--- src/rtl/rv32_ctrl_pkg.sv ---
// ============================================================================
// Module      : rv32_ctrl_pkg
// Description : Shared encodings for the RV32I multi-cycle control sequencer.
// Revision    : 1.0 - initial release
// ============================================================================
`default_nettype none

package rv32_ctrl_pkg;

    localparam logic [6:0] c_OPC_OP     = 7'b0110011;
    localparam logic [6:0] c_OPC_OPIMM  = 7'b0010011;
    localparam logic [6:0] c_OPC_LOAD   = 7'b0000011;
    localparam logic [6:0] c_OPC_STORE  = 7'b0100011;
    localparam logic [6:0] c_OPC_BRANCH = 7'b1100011;
    localparam logic [6:0] c_OPC_JAL    = 7'b1101111;
    localparam logic [6:0] c_OPC_JALR   = 7'b1100111;
    localparam logic [6:0] c_OPC_LUI    = 7'b0110111;
    localparam logic [6:0] c_OPC_AUIPC  = 7'b0010111;
    localparam logic [6:0] c_OPC_FENCE  = 7'b0001111;
    localparam logic [6:0] c_OPC_SYSTEM = 7'b1110011;

    typedef enum logic [2:0] {
        ST_BOOT   = 3'd0,
        ST_FETCH  = 3'd1,
        ST_DECODE = 3'd2,
        ST_EXEC   = 3'd3,
        ST_MEM    = 3'd4,
        ST_WB     = 3'd5,
        ST_TRAP   = 3'd6
    } state_e;

    typedef enum logic [3:0] {
        CLS_NONE   = 4'd0,
        CLS_OP     = 4'd1,
        CLS_OPIMM  = 4'd2,
        CLS_LOAD   = 4'd3,
        CLS_STORE  = 4'd4,
        CLS_BRANCH = 4'd5,
        CLS_JAL    = 4'd6,
        CLS_JALR   = 4'd7,
        CLS_LUI    = 4'd8,
        CLS_AUIPC  = 4'd9,
        CLS_FENCE  = 4'd10,
        CLS_SYSTEM = 4'd11
    } class_e;

    localparam logic [1:0] c_PC_SRC_PLUS4  = 2'd0;
    localparam logic [1:0] c_PC_SRC_TARGET = 2'd1;
    localparam logic [1:0] c_PC_SRC_JALR   = 2'd2;

    localparam logic [1:0] c_ALU_A_RS1  = 2'd0;
    localparam logic [1:0] c_ALU_A_PC   = 2'd1;
    localparam logic [1:0] c_ALU_A_ZERO = 2'd2;

    localparam logic [1:0] c_WB_ALU = 2'd0;
    localparam logic [1:0] c_WB_MDR = 2'd1;
    localparam logic [1:0] c_WB_PC4 = 2'd2;

    localparam logic [1:0] c_TRAP_NONE    = 2'd0;
    localparam logic [1:0] c_TRAP_ILLEGAL = 2'd1;
    localparam logic [1:0] c_TRAP_BUS     = 2'd2;
    localparam logic [1:0] c_TRAP_ENV     = 2'd3;

    function automatic class_e decode_class(input logic [6:0] opc);
        class_e cls;
        case (opc)
            c_OPC_OP:     cls = CLS_OP;
            c_OPC_OPIMM:  cls = CLS_OPIMM;
            c_OPC_LOAD:   cls = CLS_LOAD;
            c_OPC_STORE:  cls = CLS_STORE;
            c_OPC_BRANCH: cls = CLS_BRANCH;
            c_OPC_JAL:    cls = CLS_JAL;
            c_OPC_JALR:   cls = CLS_JALR;
            c_OPC_LUI:    cls = CLS_LUI;
            c_OPC_AUIPC:  cls = CLS_AUIPC;
            c_OPC_FENCE:  cls = CLS_FENCE;
            c_OPC_SYSTEM: cls = CLS_SYSTEM;
            default:      cls = CLS_NONE;
        endcase
        return cls;
    endfunction

endpackage

`default_nettype wire

--- src/rtl/mem_wait_timer.sv ---
// ============================================================================
// Module      : mem_wait_timer
// Description : Wait-cycle counter shared by instruction and data requests.
// Revision    : 1.0 - initial release
// ============================================================================
`default_nettype none

module mem_wait_timer #(
    parameter int unsigned MEM_TIMEOUT = 15,
    parameter int unsigned TMR_W       = 8
) (
    input  logic clk,
    input  logic rst_n,
    input  logic clr_i,
    input  logic inc_i,
    output logic timeout_o
);

    localparam logic [TMR_W-1:0] c_LIMIT = TMR_W'(MEM_TIMEOUT);
    localparam logic [TMR_W-1:0] c_ONE   = TMR_W'(1);

    logic [TMR_W-1:0] cnt_q;
    logic [TMR_W-1:0] cnt_d;

    always_comb begin
        cnt_d = cnt_q;
        if (clr_i) begin
            cnt_d = '0;
        end else if (inc_i) begin
            cnt_d = cnt_q + c_ONE;
        end
    end

    // Fires in the wait cycle whose increment reaches the limit, so the FSM
    // can trap on that same edge; a ready in that cycle clears instead.
    assign timeout_o = inc_i && !clr_i && (cnt_d == c_LIMIT);

    always_ff @(posedge clk or negedge rst_n) begin
        if (!rst_n) begin
            cnt_q <= '0;
        end else begin
            cnt_q <= cnt_d;
        end
    end

endmodule

`default_nettype wire

--- src/rtl/multicycle_sequencer.sv ---
// ============================================================================
// Module      : multicycle_sequencer
// Description : RV32I multi-cycle control FSM (fetch/decode/exec/mem/wb/trap).
// Revision    : 1.0 - initial release
// ============================================================================
`default_nettype none

module multicycle_sequencer
    import rv32_ctrl_pkg::*;
#(
    parameter int unsigned MEM_TIMEOUT = 15,
    parameter int unsigned TMR_W       = 8
) (
    input  logic       clk,
    input  logic       rst_n,
    input  logic [6:0] opcode,
    input  logic [2:0] funct3,
    input  logic       funct12_0,
    input  logic       branch_cond,
    input  logic       imem_ready,
    input  logic       dmem_ready,
    output logic       imem_req,
    output logic       dmem_req,
    output logic       dmem_we,
    output logic       ir_write,
    output logic       mdr_write,
    output logic       pc_write,
    output logic [1:0] pc_src,
    output logic [1:0] alu_a_sel,
    output logic       alu_b_imm,
    output logic       reg_write,
    output logic [1:0] wb_sel,
    output logic       retire,
    output logic       halted,
    output logic [1:0] trap_cause,
    output logic [2:0] state_o
);

    state_e     state_q, state_d;
    class_e     class_q, class_d;
    class_e     w_dec_class;
    logic [1:0] trap_q, trap_d;
    logic       w_wait;
    logic       w_timeout;
    logic       w_unused_ebreak;

    // ECALL and EBREAK halt identically, so bit 20 does not steer anything.
    assign w_unused_ebreak = funct12_0;

    assign w_dec_class = decode_class(opcode);
    assign w_wait = ((state_q == ST_FETCH) && !imem_ready)
                 || ((state_q == ST_MEM)   && !dmem_ready);

    mem_wait_timer #(
        .MEM_TIMEOUT (MEM_TIMEOUT),
        .TMR_W       (TMR_W)
    ) u_timer (
        .clk       (clk),
        .rst_n     (rst_n),
        .clr_i     (!w_wait),
        .inc_i     (w_wait),
        .timeout_o (w_timeout)
    );

    always_comb begin
        state_d   = state_q;
        class_d   = class_q;
        trap_d    = trap_q;
        imem_req  = 1'b0;
        dmem_req  = 1'b0;
        dmem_we   = 1'b0;
        ir_write  = 1'b0;
        mdr_write = 1'b0;
        pc_write  = 1'b0;
        pc_src    = c_PC_SRC_PLUS4;
        alu_a_sel = c_ALU_A_RS1;
        alu_b_imm = 1'b0;
        reg_write = 1'b0;
        wb_sel    = c_WB_ALU;
        retire    = 1'b0;
        halted    = 1'b0;

        case (state_q)
            ST_BOOT: begin
                state_d = ST_FETCH;
            end

            ST_FETCH: begin
                imem_req = 1'b1;
                if (imem_ready) begin
                    ir_write = 1'b1;
                    state_d  = ST_DECODE;
                end else if (w_timeout) begin
                    trap_d  = c_TRAP_BUS;
                    state_d = ST_TRAP;
                end
            end

            ST_DECODE: begin
                class_d = w_dec_class;
                if (w_dec_class == CLS_NONE) begin
                    trap_d  = c_TRAP_ILLEGAL;
                    state_d = ST_TRAP;
                end else if (w_dec_class == CLS_SYSTEM) begin
                    trap_d  = (funct3 == 3'b000) ? c_TRAP_ENV : c_TRAP_ILLEGAL;
                    state_d = ST_TRAP;
                end else begin
                    state_d = ST_EXEC;
                end
            end

            ST_EXEC: begin
                alu_b_imm = (class_q != CLS_OP) && (class_q != CLS_BRANCH);
                if (class_q == CLS_AUIPC) begin
                    alu_a_sel = c_ALU_A_PC;
                end else if (class_q == CLS_LUI) begin
                    alu_a_sel = c_ALU_A_ZERO;
                end
                case (class_q)
                    CLS_BRANCH: begin
                        pc_write = 1'b1;
                        pc_src   = branch_cond ? c_PC_SRC_TARGET : c_PC_SRC_PLUS4;
                        retire   = 1'b1;
                        state_d  = ST_FETCH;
                    end
                    CLS_JAL, CLS_JALR: begin
                        // rd takes the old PC+4 on the same edge the PC moves.
                        reg_write = 1'b1;
                        wb_sel    = c_WB_PC4;
                        pc_write  = 1'b1;
                        pc_src    = (class_q == CLS_JAL) ? c_PC_SRC_TARGET : c_PC_SRC_JALR;
                        retire    = 1'b1;
                        state_d   = ST_FETCH;
                    end
                    CLS_FENCE: begin
                        pc_write = 1'b1;
                        retire   = 1'b1;
                        state_d  = ST_FETCH;
                    end
                    CLS_LOAD, CLS_STORE: begin
                        state_d = ST_MEM;
                    end
                    CLS_OP, CLS_OPIMM, CLS_LUI, CLS_AUIPC: begin
                        state_d = ST_WB;
                    end
                    default: begin
                        trap_d  = c_TRAP_ILLEGAL;
                        state_d = ST_TRAP;
                    end
                endcase
            end

            ST_MEM: begin
                dmem_req = 1'b1;
                dmem_we  = (class_q == CLS_STORE);
                if (dmem_ready) begin
                    if (class_q == CLS_LOAD) begin
                        mdr_write = 1'b1;
                        state_d   = ST_WB;
                    end else begin
                        pc_write = 1'b1;
                        retire   = 1'b1;
                        state_d  = ST_FETCH;
                    end
                end else if (w_timeout) begin
                    trap_d  = c_TRAP_BUS;
                    state_d = ST_TRAP;
                end
            end

            ST_WB: begin
                reg_write = 1'b1;
                wb_sel    = (class_q == CLS_LOAD) ? c_WB_MDR : c_WB_ALU;
                pc_write  = 1'b1;
                retire    = 1'b1;
                state_d   = ST_FETCH;
            end

            ST_TRAP: begin
                halted = 1'b1;
            end

            default: begin
                trap_d  = c_TRAP_ILLEGAL;
                state_d = ST_TRAP;
            end
        endcase
    end

    assign trap_cause = trap_q;
    assign state_o    = state_q;

    always_ff @(posedge clk or negedge rst_n) begin
        if (!rst_n) begin
            state_q <= ST_BOOT;
            class_q <= CLS_NONE;
            trap_q  <= c_TRAP_NONE;
        end else begin
            state_q <= state_d;
            class_q <= class_d;
            trap_q  <= trap_d;
        end
    end

endmodule

`default_nettype wire

--- config.mk ---
export PLATFORM = sky130hd
export DESIGN_NAME = multicycle_sequencer
export DESIGN_NICKNAME = d
export VERILOG_FILES = /design/src/rtl/rv32_ctrl_pkg.sv /design/src/rtl/mem_wait_timer.sv /design/src/rtl/multicycle_sequencer.sv
export SDC_FILE = /design/constraint.sdc
export NUM_CORES = 1
export LEC_CHECK = 0
export BUFFER_PORTS_ARGS = -buffer_cell sky130_fd_sc_hd__buf_4
export CAP_MARGIN = 20
export CORE_ASPECT_RATIO = 0.75
export CORE_MARGIN = 4
export CORE_UTILIZATION = 44
export DETAILED_ROUTE_END_ITERATION = 10
export PLACE_DENSITY = 0.76
export SYNTH_ARGS = -nofsm -noshare
export SYNTH_HDL_FRONTEND = slang
export SYNTH_HIERARCHICAL = 1
export SYNTH_SLANG_ARGS = --single-unit
export TNS_END_PERCENT = 1
--- constraint.sdc ---
create_clock -name clk -period 8.55 [get_ports clk]
set_clock_uncertainty 0.15 [all_clocks]
set_input_delay 0 -clock clk [delete_from_list [all_inputs] [get_ports clk]]
set_output_delay 0 -clock clk [all_outputs]
set_load 0.01 [all_outputs]
==> impl_metrics.env <==
export IMPL_drc=0
export IMPL_setup_viol=0
export IMPL_place_hpwl_um=2514
export IMPL_cp_data_required_time_ps=8540
export IMPL_clk_pin_slew_ps=60
export IMPL_crit_path_cell_trace="or3b_1, o22ai_1, inv_1, nor4_1, nand3_1, nor4_1, nor3b_2, o21ai_0, a31oi_1, nand2_1, mux2_4"
export IMPL_drt_pre_antenna_iters=4
export IMPL_critPathMaxFanout=15
export IMPL_clockBufferDepth=2
export IMPL_cts_sinks=17
export IMPL_coreArea_mm2=0.003042
export IMPL_ys_ff_latch=17
export IMPL_fin_crit_ps=4293
export IMPL_synth_edf_count=0
export IMPL_finalCritPeriodShare_pct=50.21
export IMPL_cp_data_arrival_time_ps=4280
export IMPL_rsz0062_at_grt="no"
export IMPL_slew_violations=0
export IMPL_startpoint_type="flop"
export IMPL_num_rows=17
export IMPL_routed_wl_um=3339
export IMPL_via_per_inst=5.556
export IMPL_power_density_mw_per_mm2=211.5
export IMPL_dp_worst_setup_slack_ps=4344
export IMPL_cp_num_cells=11
export IMPL_syn_area_mm2=0.001439
export IMPL_p_leak_nw=0.7710
export IMPL_start_util_pct=47.31
export IMPL_io_pins=37
export IMPL_ys_types=56
export IMPL_cts_root_buf="clkbuf_8"
export IMPL_nFillCells=272
export IMPL_dieArea_mm2=0.004259
export IMPL_grt_ovfl_total=0
export IMPL_fmax_mhz=232.9
export IMPL_finalWeightedCongestion=0.8144
export IMPL_grt_pass1_wl_um=5520
export IMPL_post_cts_buffers=0
export IMPL_antenna_found_initial=0
export IMPL_cp_slowest_cell="o22ai_1"
export IMPL_htree_levels=1
export IMPL_hold_worst_slack_ps=45.26
export IMPL_ant_nets=0
export IMPL_yosysSeqAreaShare_pct=29.57
export IMPL_insertion_delay_ps=250
export IMPL_die_x_um=74.03
export IMPL_hold_path_depth=4
export IMPL_vias=1389
export IMPL_layout_nets=230
export IMPL_slowest_delay_ps=590
export IMPL_final_common_cell="buf_4"
export IMPL_insertedDiodeCount=0
export IMPL_fin_ws_ps=4257
export IMPL_cp_top_family="simple AND/OR/NAND/NOR gates"
export IMPL_hold_class="in -> reg"
export IMPL_synth_flop_cell="dfrtp_1"
export IMPL_crit_path_frequent_cell="nor4_1"
export IMPL_port_buffers=35
export IMPL_tns_ps=0
export IMPL_final_cell_area_mm2=0.001750
export IMPL_hold_viol=0
export IMPL_max_slew_margin_pct=52.92
export IMPL_reg2reg_depth=11
export IMPL_cts_tree="yes"
export IMPL_tightest_slew_ps=706.2
export IMPL_wl_per_cell_um=13.36
export IMPL_final_cell_mix="buf_4 (35), nand2_1 (23), nor2_1 (22), dfrtp_1 (17), a21oi_1 (10)"
export IMPL_drtIter0Drc=134
export IMPL_gr_usage_all_layers_pct=16.23
export IMPL_die_h_um=57.53
export IMPL_async_reset_ff_share_pct=100.0
export IMPL_synth_nets=198
export IMPL_synthCells=181
export IMPL_cts_buffers=3
export IMPL_drive_gt1_share_pct=25.94
export IMPL_grt_max_degree=16
export IMPL_yosys_warnings=6
export IMPL_syn_area_per_cell_um2=7.950
export IMPL_path_buf_inv=1
export IMPL_drv_cap=0
export IMPL_grt_pass1_vias=1223
export IMPL_criticalPathCategory="reg -> reg"
export IMPL_crit_path_end_kind="flop"
export IMPL_placed_area_mm2=0.001654
export IMPL_area_delta_synth_final_pct=21.65
export IMPL_peakVddDrop_mv=0.06948
export IMPL_outcome="complete, no violations"
## Yosys cell counts (all sizes together) (3+ instances only)
master	number	area share [%]
a21oi	13	5.3
a221oi	3	1.8
buf	9	4.8
clkbuf	4	1.8
dfrtp	17	30
inv	7	1.8
mux2	5	4.2
nand2	23	6.0
nand2b	5	2.3
nand3	5	1.7
nand4	4	2.8
nor2	22	5.7
nor2b	3	1.3
nor3	7	2.4
nor3b	3	1.9
nor4	4	1.7
o21ai	8	2.8
or3	4	1.7
or3b	4	2.4
## final timing paths
check / to / from / slack, ps
min reg2reg: trap_cause[1]$_DFFE_PN0P_ / trap_cause[1]$_DFFE_PN0P_ / 370
min: class_q[1]$_DFFE_PN0P_ / opcode[2] / 50
max in group asynchronous: class_q[2]$_DFFE_PN0P_ / rst_n / 6510
min in group asynchronous: class_q[3]$_DFFE_PN0P_ / rst_n / 500
max: trap_cause[1]$_DFFE_PN0P_ / state_o[0]$_DFFE_PN0N_ / 4260
max reg2reg: trap_cause[1]$_DFFE_PN0P_ / state_o[0]$_DFFE_PN0N_ / 4260
## final cells by class
type                    count  area, µm²  area share (%)
well taps                  38      47.55           2.716
clock buffers               3      41.29           2.359
multi-input cells         144      892.1           50.96
repair buffers             40      312.8           17.87
flip-flops and latches     17      425.4           24.30
clock inverters             1      5.005          0.2859
inverters                   7      26.28           1.501
## worst reg2reg max path, delay by kind of cell, from the launching register on
family                 cells  cell delay [ps]
and+or+nand+nor            6             1900
AOI/OAI and AO/OA          3              960
DFF                        1              520
buffers and inverters      1              360
muxes                      1              310
## report_power, final
group / switching [W] / internal (W) / total, W
clock: 0.0000278 / 0.0000323 / 0.0000601
combinational: 0.0000925 / 0.0000857 / 0.000178
sequential: 0.0000365 / 0.0000955 / 0.000132
## layer usage
metal | up-vias | share of wire, % | routed length (µm) | global-route usage (%)
li1 | 709 | - | - | -
met4 | 0 | 1.6 | 53 | 6.202
met5 | - | 0 | 0 | 0
met3 | 5 | 6.9 | 230 | 1.585
met1 | 632 | 52 | 1735 | 24.97
met2 | 43 | 40 | 1320 | 22.98
## sequential cells by signal (all words and copies together), names as in the netlist
| name | cells |
|---|---|
| u_timer/cnt_q | 8 |
| class_q | 4 |
| state_o | 3 |
| trap_cause | 2 |
## kinds of logic after synthesis
logic type	synth area share, %
DFF	29.57
and+or+nand+nor	35.48
buffers and inverters	8.434
xor gates and xnor gates	2.435
AOI/OAI and AO/OA	18.35
muxes	4.869
adders and majority gates	0.8694
## through the flow
| step | std cells | utilization [%] | power [W] |
|---|---|---|---|
| 6_report | 250 | 57.55 | 0.0003703 |
| 5_1_grt | 250 | 57.55 | 0.0003990 |
| 4_1_cts | 250 | 57.55 | 0.0003718 |
| 3_5_place_dp | 241 | 54.38 | 0.0003096 |
| 3_3_place_gp | 241 | 54.38 | 0.0003077 |
| 2_1_floorplan | 181 | - | 0.0002586 |
## timing repair
| action | CTS | global route |
|---|---|---|
| hold endpoints to repair | 19 | 0 |
| hold buffers | 5 | 0 |
| resized for setup | 0 | 0 |
Power figures use the tool's default switching activity.
